--- config.mk ---
export PLATFORM = sky130hd
export DESIGN_NAME = player_hp_ctrl
export DESIGN_NICKNAME = d
export VERILOG_FILES = /design/src/rtl/player_hp_ctrl.sv
export SDC_FILE = /design/constraint.sdc
export NUM_CORES = 1
export LEC_CHECK = 0
export ABC_AREA = 1
export BUFFER_PORTS_ARGS = -buffer_cell sky130_fd_sc_hd__buf_2
export CAP_MARGIN = 20
export CORE_MARGIN = 2
export CORE_UTILIZATION = 35
export DETAILED_ROUTE_END_ITERATION = 7
export PLACE_DENSITY = 0.57
export SLEW_MARGIN = 20
export SYNTH_ARGS = -nofsm -noshare
export SYNTH_HDL_FRONTEND = slang
export SYNTH_SLANG_ARGS = --single-unit
--- constraint.sdc ---
create_clock -name clk -period 2.2 [get_ports clk]
set_input_delay 0.22 -clock clk [delete_from_list [all_inputs] [get_ports clk]]
set_output_delay 0.22 -clock clk [all_outputs]
set_load 0.01 [all_outputs]
--- src/rtl/player_hp_ctrl.sv ---
`default_nettype none
// +------------------------------------------------------------------------+
// | Module   : player_hp_ctrl                                              |
// | Purpose  : player health FSM with hit damage, frame-counted            |
// |            invulnerability with sprite blink, death and restart.       |
// | Options  : HP_REGEN_EN - periodic +1 HP regeneration while ALIVE       |
// | Revision : 1.0 - initial release                                       |
// +------------------------------------------------------------------------+
module player_hp_ctrl #(
  parameter int HP_MAX        = 9,
  parameter int INVULN_FRAMES = 60,
  parameter int BLINK_SHIFT   = 2,
  parameter int REGEN_FRAMES  = 300
) (
  input  logic       clk,
  input  logic       rst,
  input  logic       vblnk,
  input  logic       start,
  input  logic       hit,
  input  logic [3:0] dmg,
  output logic [3:0] hp_out,
  output logic       dead,
  output logic       invuln,
  output logic       blink
);

  typedef enum logic [1:0] {
    S_IDLE   = 2'd0,
    S_ALIVE  = 2'd1,
    S_INVULN = 2'd2,
    S_DEAD   = 2'd3
  } state_t;

  // Counter must be wide enough for the load value and for the blink bit tap.
  localparam int C_INV_W_MIN = $clog2(INVULN_FRAMES + 1);
  localparam int C_INV_W     = (C_INV_W_MIN > BLINK_SHIFT) ? C_INV_W_MIN : BLINK_SHIFT + 1;

  localparam logic [3:0]         C_HP_MAX   = 4'(HP_MAX);
  localparam logic [C_INV_W-1:0] C_INV_LOAD = C_INV_W'(INVULN_FRAMES);
  localparam logic [C_INV_W-1:0] C_INV_ONE  = C_INV_W'(1);

  generate
    if (HP_MAX < 1 || HP_MAX > 9 || INVULN_FRAMES < 1 || REGEN_FRAMES < 1 || BLINK_SHIFT < 0)
    begin : g_param_check
      $error("player_hp_ctrl: illegal parameter value");
    end
  endgenerate

  state_t             r_state;
  logic               r_vblnk_q;
  logic [C_INV_W-1:0] r_inv_cnt;
  logic               w_tick;
  logic [C_INV_W-1:0] w_inv_dec;

`ifdef HP_REGEN_EN
  localparam int                   C_REGEN_W    = $clog2(REGEN_FRAMES + 1);
  localparam logic [C_REGEN_W-1:0] C_REGEN_LAST = C_REGEN_W'(REGEN_FRAMES - 1);
  localparam logic [C_REGEN_W-1:0] C_REGEN_ONE  = C_REGEN_W'(1);

  logic [C_REGEN_W-1:0] r_regen_cnt;
`endif

  assign w_tick    = vblnk & ~r_vblnk_q;
  assign w_inv_dec = r_inv_cnt - C_INV_ONE;

  always_ff @(posedge clk or negedge rst) begin
    if (!rst) begin
      r_state   <= S_IDLE;
      r_vblnk_q <= 1'b0;
      r_inv_cnt <= '0;
      hp_out    <= C_HP_MAX;
      dead      <= 1'b0;
      invuln    <= 1'b0;
      blink     <= 1'b0;
`ifdef HP_REGEN_EN
      r_regen_cnt <= '0;
`endif
    end else begin
      r_vblnk_q <= vblnk;
      case (r_state)
        S_IDLE: begin
          if (start) begin
            r_state <= S_ALIVE;
            hp_out  <= C_HP_MAX;
`ifdef HP_REGEN_EN
            r_regen_cnt <= '0;
`endif
          end
        end

        S_ALIVE: begin
          // A damaging hit takes priority over any tick arriving the same cycle.
          if (hit && (dmg != 4'd0)) begin
`ifdef HP_REGEN_EN
            r_regen_cnt <= '0;
`endif
            if (dmg >= hp_out) begin
              r_state <= S_DEAD;
              hp_out  <= 4'd0;
              dead    <= 1'b1;
            end else begin
              r_state   <= S_INVULN;
              hp_out    <= hp_out - dmg;
              invuln    <= 1'b1;
              r_inv_cnt <= C_INV_LOAD;
              blink     <= C_INV_LOAD[BLINK_SHIFT];
            end
          end
`ifdef HP_REGEN_EN
          else if (w_tick) begin
            if (r_regen_cnt == C_REGEN_LAST) begin
              r_regen_cnt <= '0;
              if (hp_out < C_HP_MAX) begin
                hp_out <= hp_out + 4'd1;
              end
            end else begin
              r_regen_cnt <= r_regen_cnt + C_REGEN_ONE;
            end
          end
`endif
        end

        S_INVULN: begin
          if (w_tick) begin
            if (r_inv_cnt == C_INV_ONE) begin
              r_state   <= S_ALIVE;
              r_inv_cnt <= '0;
              invuln    <= 1'b0;
              blink     <= 1'b0;
            end else begin
              r_inv_cnt <= w_inv_dec;
              blink     <= w_inv_dec[BLINK_SHIFT];
            end
          end
        end

        S_DEAD: begin
          if (start) begin
            r_state <= S_ALIVE;
            hp_out  <= C_HP_MAX;
            dead    <= 1'b0;
`ifdef HP_REGEN_EN
            r_regen_cnt <= '0;
`endif
          end
        end

        default: begin
          r_state <= S_IDLE;
        end
      endcase
    end
  end

endmodule
`default_nettype wire

==> results.json, run 1 <==
{
  "status": "completed",
  "async_flop_share_pct": 100.0,
  "ys_types": 26,
  "ioPinCount": 16,
  "drv_cap": 0,
  "post_cts_buffers": 0,
  "power.density_nw_per_um2": 1429,
  "wl_met3_um": 94,
  "drt-total-wl_mm": 2.503,
  "n_antenna_cell": 0,
  "finalCritPeriodShare_pct": 88.51,
  "cts_buffer_depth": 2,
  "hpwlAfterDp_mm": 1.997,
  "first_pass_iters": 4,
  "critPathMaxFanout": 9,
  "clk_pin_slew_ns": 0.10,
  "gr-usage-all-layers_pct": 14.95,
  "worst_slew_pin_slew_ns": 0.4580,
  "switching_power_uw": 989.4,
  "dr_wl_met2_mm": 1.187,
  "fin_worst_skew_ns": 0.002016,
  "min_path_cells": 1,
  "netlist_area_um2": 1196,
  "power_frac_seq_pct": 27.0,
  "syn_nets": 184,
  "grt_pass1_vias": 1046,
  "clock_latency_ns": 0.30,
  "synthCells": 165,
  "cts_tree": "built",
  "chipWidth_um": 62.46,
  "grt.overflow.total": 0,
  "grt_pass1_wl_mm": 4.636,
  "synth_edf_count": 0,
  "fill_cells": 363,
  "power.share.switching_pct": 51.52,
  "hp-class": "input pin to register",
  "grt_max_degree": 16,
  "ys_ff_latch": 15,
  "critPathRequiredTime_ns": 2.40,
  "drtIter0Drc": 28,
  "startpoint_type": "register",
  "start_util_pct": 36.13,
  "max_slew_margin_pct": 69.47,
  "clock_tree.root_cell": "clkbuf_4",
  "drtAntennaViolNets": 0,
  "final_hold_viol_count": 0,
  "ys_seq_area_share_pct": 31.59,
  "ctsResizeCount": 0,
  "finalNetCount": 203,
  "htree_levels": 1,
  "yosys_warnings": 0,
  "reg2reg_depth": 11,
  "routed.top_layer": "met4",
  "peakVddDrop_mv": 0.6099,
  "critical_path_class": "register to register",
  "post_drt_wl_per_cell_um": 10.93,
  "pwr-share-comb_pct": 64.0,
  "p_int_uw": 931.1,
  "portBuffers": 15,
  "crit_path_end_kind": "register",
  "drc": 0,
  "finalCriticalPeriod_ns": 1.947,
  "leakagePower_nw": 0.7440,
  "max_freq_mhz": 513.5,
  "m1WireLength_mm": 1.188,
  "syn_area_per_cell_um2": 7.249,
  "drive_above_1_share_pct": 22.95,
  "gp_congestion": 0.8092,
  "cts_num_sinks": 15,
  "synthFlopType": "dfrtp_1",
  "antenna_found_initial": 0,
  "placedCellCount": 224,
  "areaGrowthSynthToFinish_pct": 12.34,
  "core_um2": 3311,
  "cts_made_buffers": 3,
  "rsz0062_at_grt": "false",
  "slew_viol_final": 0,
  "cts_hold_buf": 1,
  "clkPwrFrac_pct": 8.9,
  "setup_viol": 0,
  "die_h_um": 62.46,
  "vias_per_cell": 4.533,
  "fin_cells": 229,
  "arrival_ns": 2.14,
  "rows": 21,
  "dieArea_um2": 3901,
  "vias": 1038,
  "setup_tns_ns": 0
}
power by group through the flow:
stage / Clock (mW) / Combinational [mW] / Sequential (mW)
after CTS: 0.179 / 1.25 / 0.519
after global placement: 0 / 1.22 / 0.521
final: 0.172 / 1.23 / 0.519
after floorplan: 0 / 0.990 / 0.525
after global routing: 0.194 / 1.43 / 0.540
after detailed placement: 0 / 1.24 / 0.523
sequential cells by signal (all words and copies together), names as in the netlist:
| register | flops |
|---|---|
| invuln | 1 |
| r_state | 2 |
| dead | 1 |
| r_vblnk_q | 1 |
| r_inv_cnt | 6 |
| hp_out | 4 |
critical path, stage by stage (launching register included):
cell and delay (ns):
dfstp_2 0.55, inv_1 0.04, ha_1 0.20, fa_1 0.40, inv_1 0.07, nand2_1 0.06, nand2_2 0.08, nand3_2 0.09
nand2_4 0.09, nand2_2 0.12, nand2_1 0.09, o21ai_1 0.06
per-stage QoR:
step / total power [mW] / setup WS, ns / hold slack [ns] / area [um^2] / util [%]
after floorplan: 1.515 / 0.3475 / -0.07559 / 1196 / -
after global placement: 1.741 / 0.2961 / 0.1550 / 1306 / 39.46
after detailed placement: 1.764 / 0.2625 / 0.1617 / 1306 / 39.46
after CTS: 1.947 / 0.2341 / 0.02589 / 1344 / 40.59
after global routing: 2.167 / 0.07816 / 0.02043 / 1344 / 40.59
final: 1.920 / 0.2527 / 0.03341 / 1344 / 40.59
final cells by class:
type	instances	area (um^2)	share of cell area [%]
clock inverters	1	5.005	0.3724
multi-input cells	121	694.4	51.68
flip-flops and latches	15	377.9	28.12
well taps	46	57.56	4.283
inverters	27	101.3	7.542
clock buffers	3	22.52	1.676
repair buffers	16	85.08	6.331
layer usage:
layer / GRT usage, % / vias up
met4: 6.667 / 0
met1: 18.86 / 474
met2: 24.60 / 14
met5: 0 / -
met3: 3.063 / 4
li1: - / 546
cell usage after synthesis, types with 3 or more instances:
cell type / instances / share of area, %
nor2_4: 3 / 2.8
a21oi_1: 3 / 1.3
o21ai_1: 5 / 2.1
inv_1: 25 / 7.8
nand3_1: 13 / 5.4
nor2_1: 10 / 3.1
dfrtp_1: 13 / 27
nand2_2: 6 / 3.1
o21ai_0: 5 / 2.1
ha_1: 9 / 9.4
nand2_1: 53 / 17
cells in the final DEF (no fill, tap or decap), types with 2 or more instances in the layout:
cell type,Yosys,layout
ha_1,9,9
inv_2,2,2
a21oi_1,3,3
nand3_1,13,13
o21ai_1,5,5
or2_2,2,2
buf_2,0,15
o21ai_0,5,5
nor2_4,3,3
nor2_2,2,2
clkbuf_4,0,3
nand2_2,6,6
inv_1,25,25
nor2_1,10,10
dfstp_2,2,2
nand2_1,53,53
dfrtp_1,13,13
final timing paths:
check / from / end / slack [ns]
max reg2reg: hp_out[0] / r_inv_cnt[0] / 0.25
max in group asynchronous: rst / hp_out[3] / 1.55
min reg2reg: hp_out[0] / hp_out[0] / 0.48
max: hp_out[0] / r_inv_cnt[0] / 0.25
min in group asynchronous: rst / dead / 0.35
min: vblnk / r_vblnk_q / 0.03
cells by family (layout without fill, tap and decap cells):
| logic type | after synthesis | after routing | synth area share (%) |
|---|---|---|---|
| and+or+nand+nor | 95 | 95 | 38.70 |
| buffers and inverters | 29 | 47 | 10.36 |
| AOI/OAI and AO/OA | 15 | 15 | 7.531 |
| DFF | 15 | 15 | 31.59 |
| adders and majority gates | 10 | 10 | 11.09 |
| xor gates and xnor gates | 1 | 1 | 0.7324 |
No activity file was read; power rests on OpenSTA's default activity.
==> inputs of run 2 (changes only) <==
--- a/config.mk
+++ b/config.mk
@@ -8,10 +8,9 @@
 export ABC_AREA = 1
 export BUFFER_PORTS_ARGS = -buffer_cell sky130_fd_sc_hd__buf_2
 export CAP_MARGIN = 20
-export CORE_MARGIN = 2
 export CORE_UTILIZATION = 35
 export DETAILED_ROUTE_END_ITERATION = 7
-export PLACE_DENSITY = 0.57
+export PLACE_DENSITY = 0.59
 export SLEW_MARGIN = 20
 export SYNTH_ARGS = -nofsm -noshare
 export SYNTH_HDL_FRONTEND = slang
==> constraint.sdc (replaced) <==
create_clock -name clk -period 1.7 [get_ports clk]
set_input_delay 0.17 -clock clk [delete_from_list [all_inputs] [get_ports clk]]
set_output_delay 0.17 -clock clk [all_outputs]
set_load 0.01 [all_outputs]
==> results.json, run 2 (same netlist as run 1, synthesis figures left out) <==
{
  "max_slew_margin_pct": 75.88,
  "vias": 1046,
  "die_h_um": 60.46,
  "grt.overflow.total": 0,
  "grt_max_degree": 16,
  "power.density_nw_per_um2": 1868,
  "drive_above_1_share_pct": 29.10,
  "clock_latency_ns": 0.28,
  "gp_congestion": 0.8741,
  "grt_pass1_vias": 958,
  "rsz0062_at_grt": "true",
  "areaGrowthSynthToFinish_pct": 19.35,
  "critPathTopFamily": "simple AND/OR/NAND/NOR gates",
  "hpwlAfterDp_mm": 1.927,
  "dieArea_um2": 3655,
  "largest_reg_flops": 6,
  "placedCellCount": 226,
  "cts_buffer_depth": 2,
  "path_cells": "inv_2, ha_4, fa_2, inv_2, nand2_2, nand2_2, nand2_2, nor2_4, nand2_1, nand3_2, nand2_1",
  "startpoint_type": "register",
  "cpMostUsedCell": "nand2_2",
  "cts_tree": "built",
  "violations": "negative setup slack",
  "critPathMaxFanout": 4,
  "drtAntennaViolNets": 0,
  "start_util_pct": 37.94,
  "drtIter0Drc": 72,
  "crit_path_end_kind": "register",
  "drv_cap": 0,
  "finalCriticalPeriod_ns": 1.792,
  "arrival_ns": 1.97,
  "drt-total-wl_mm": 2.450,
  "status": "finished with violations",
  "slowest_stage": "dfstp_2",
  "setup_viol": 12,
  "reg_top3": "r_inv_cnt (6), hp_out (4), r_state (2)",
  "critical_path_class": "register to register",
  "n_antenna_cell": 0,
  "max_freq_mhz": 557.9,
  "hp-class": "input pin to register",
  "chipWidth_um": 60.46,
  "slew_viol_final": 0,
  "cts_num_sinks": 15,
  "cts_made_buffers": 3,
  "final_common_cell": "nand2_1",
  "finalCritPeriodShare_pct": 105.4,
  "core_um2": 3153,
  "post_drt_wl_per_cell_um": 10.52,
  "drc": 0,
  "worst_slew_pin_slew_ns": 0.3619,
  "fin_cells": 233,
  "grt_pass1_wl_mm": 4.278,
  "worst-path-buf-inv": 2,
  "first_pass_iters": 5,
  "fin_ws_ns": -0.09242,
  "clk_pin_slew_ns": 0.09,
  "peakVddDrop_mv": 0.7773,
  "ioPinCount": 16,
  "layout_common_cells": "nand2_1, inv_1, buf_2",
  "leakagePower_nw": 0.7773,
  "gr-usage-all-layers_pct": 15.64,
  "crit_path_max_incr_delay_ns": 0.54,
  "htree_levels": 1,
  "fin_worst_skew_ns": 0.004941,
  "finalNetCount": 209,
  "preCtsSetupSlack_ns": -0.08886,
  "rows": 20,
  "clock_tree.root_cell": "clkbuf_4",
  "critPathRequiredTime_ns": 1.88,
  "antenna_found_initial": 0,
  "top_register": "r_inv_cnt",
  "portBuffers": 15,
  "final_hold_viol_count": 0,
  "vias_per_cell": 4.489
}
## run 2: final timing paths
check,from,to,slack (ns),cells after the start
max,hp_out[0],r_state[0],-0.09,11
min,start,hp_out[0],0.30,5
max reg2reg,hp_out[0],r_state[0],-0.09,11
min reg2reg,dead,dead,0.48,2
max in group asynchronous,rst,hp_out[3],1.08,2
min in group asynchronous,rst,r_inv_cnt[4],0.31,2
## run 2: timing repair
action,4_1_cts,5_1_grt
gates resized for setup,4,3
hold buffers,2,0
gates cloned,0,0
buffers inserted,1,0
pin swaps,6,1
endpoints found under the hold margin,14,0
setup endpoints to repair,12,13
## run 2: area by class of cell
cell class	count	area (um^2)
Clock buffer	4	26.28
Fill cell	329	1725
Inverter	27	101.3
Multi-Input combinational cell	121	734.5
Sequential cell	15	377.9
Tap cell	44	55.05
Timing Repair Buffer	22	132.6
## run 2: layer usage
layer  wire, um  vias to the layer above  global-route usage (%)
li1           -                      562                       -
met3         74                        2                   1.919
met5          0                        -                       0
met2       1192                       19                   26.06
met1       1175                      463                   21.12
met4          7                        0                   4.870
## run 2: through the flow
step | hold WS [ns] | cell area [um^2] | power [mW] | setup TNS [ns] | utilization, %
after global placement | 0.1077 | 1354 | 2.383 | -0.4834 | 42.94
final | 0.3040 | 1428 | 2.667 | -0.7355 | 45.28
after detailed placement | 0.1112 | 1354 | 2.417 | -0.8506 | 42.94
after CTS | 0.2980 | 1418 | 2.686 | -0.8536 | 44.96
after global routing | 0.3185 | 1428 | 2.992 | -2.152 | 45.28
after floorplan | -0.1256 | 1216 | 1.997 | -0.2954 | -
## run 2: where the power goes
group | switching, mW | internal, mW
registers | 0.140 | 0.528
clock network | 0.115 | 0.0910
logic | 1.08 | 0.713
total | 1.33 | 1.33
## run 2: worst min-delay path, delay by kind of cell
kind | cells | cell delay (ns)
compound gates | 1 | 0.14
buf+inv | 1 | 0.11
simple gates | 3 | 0.17
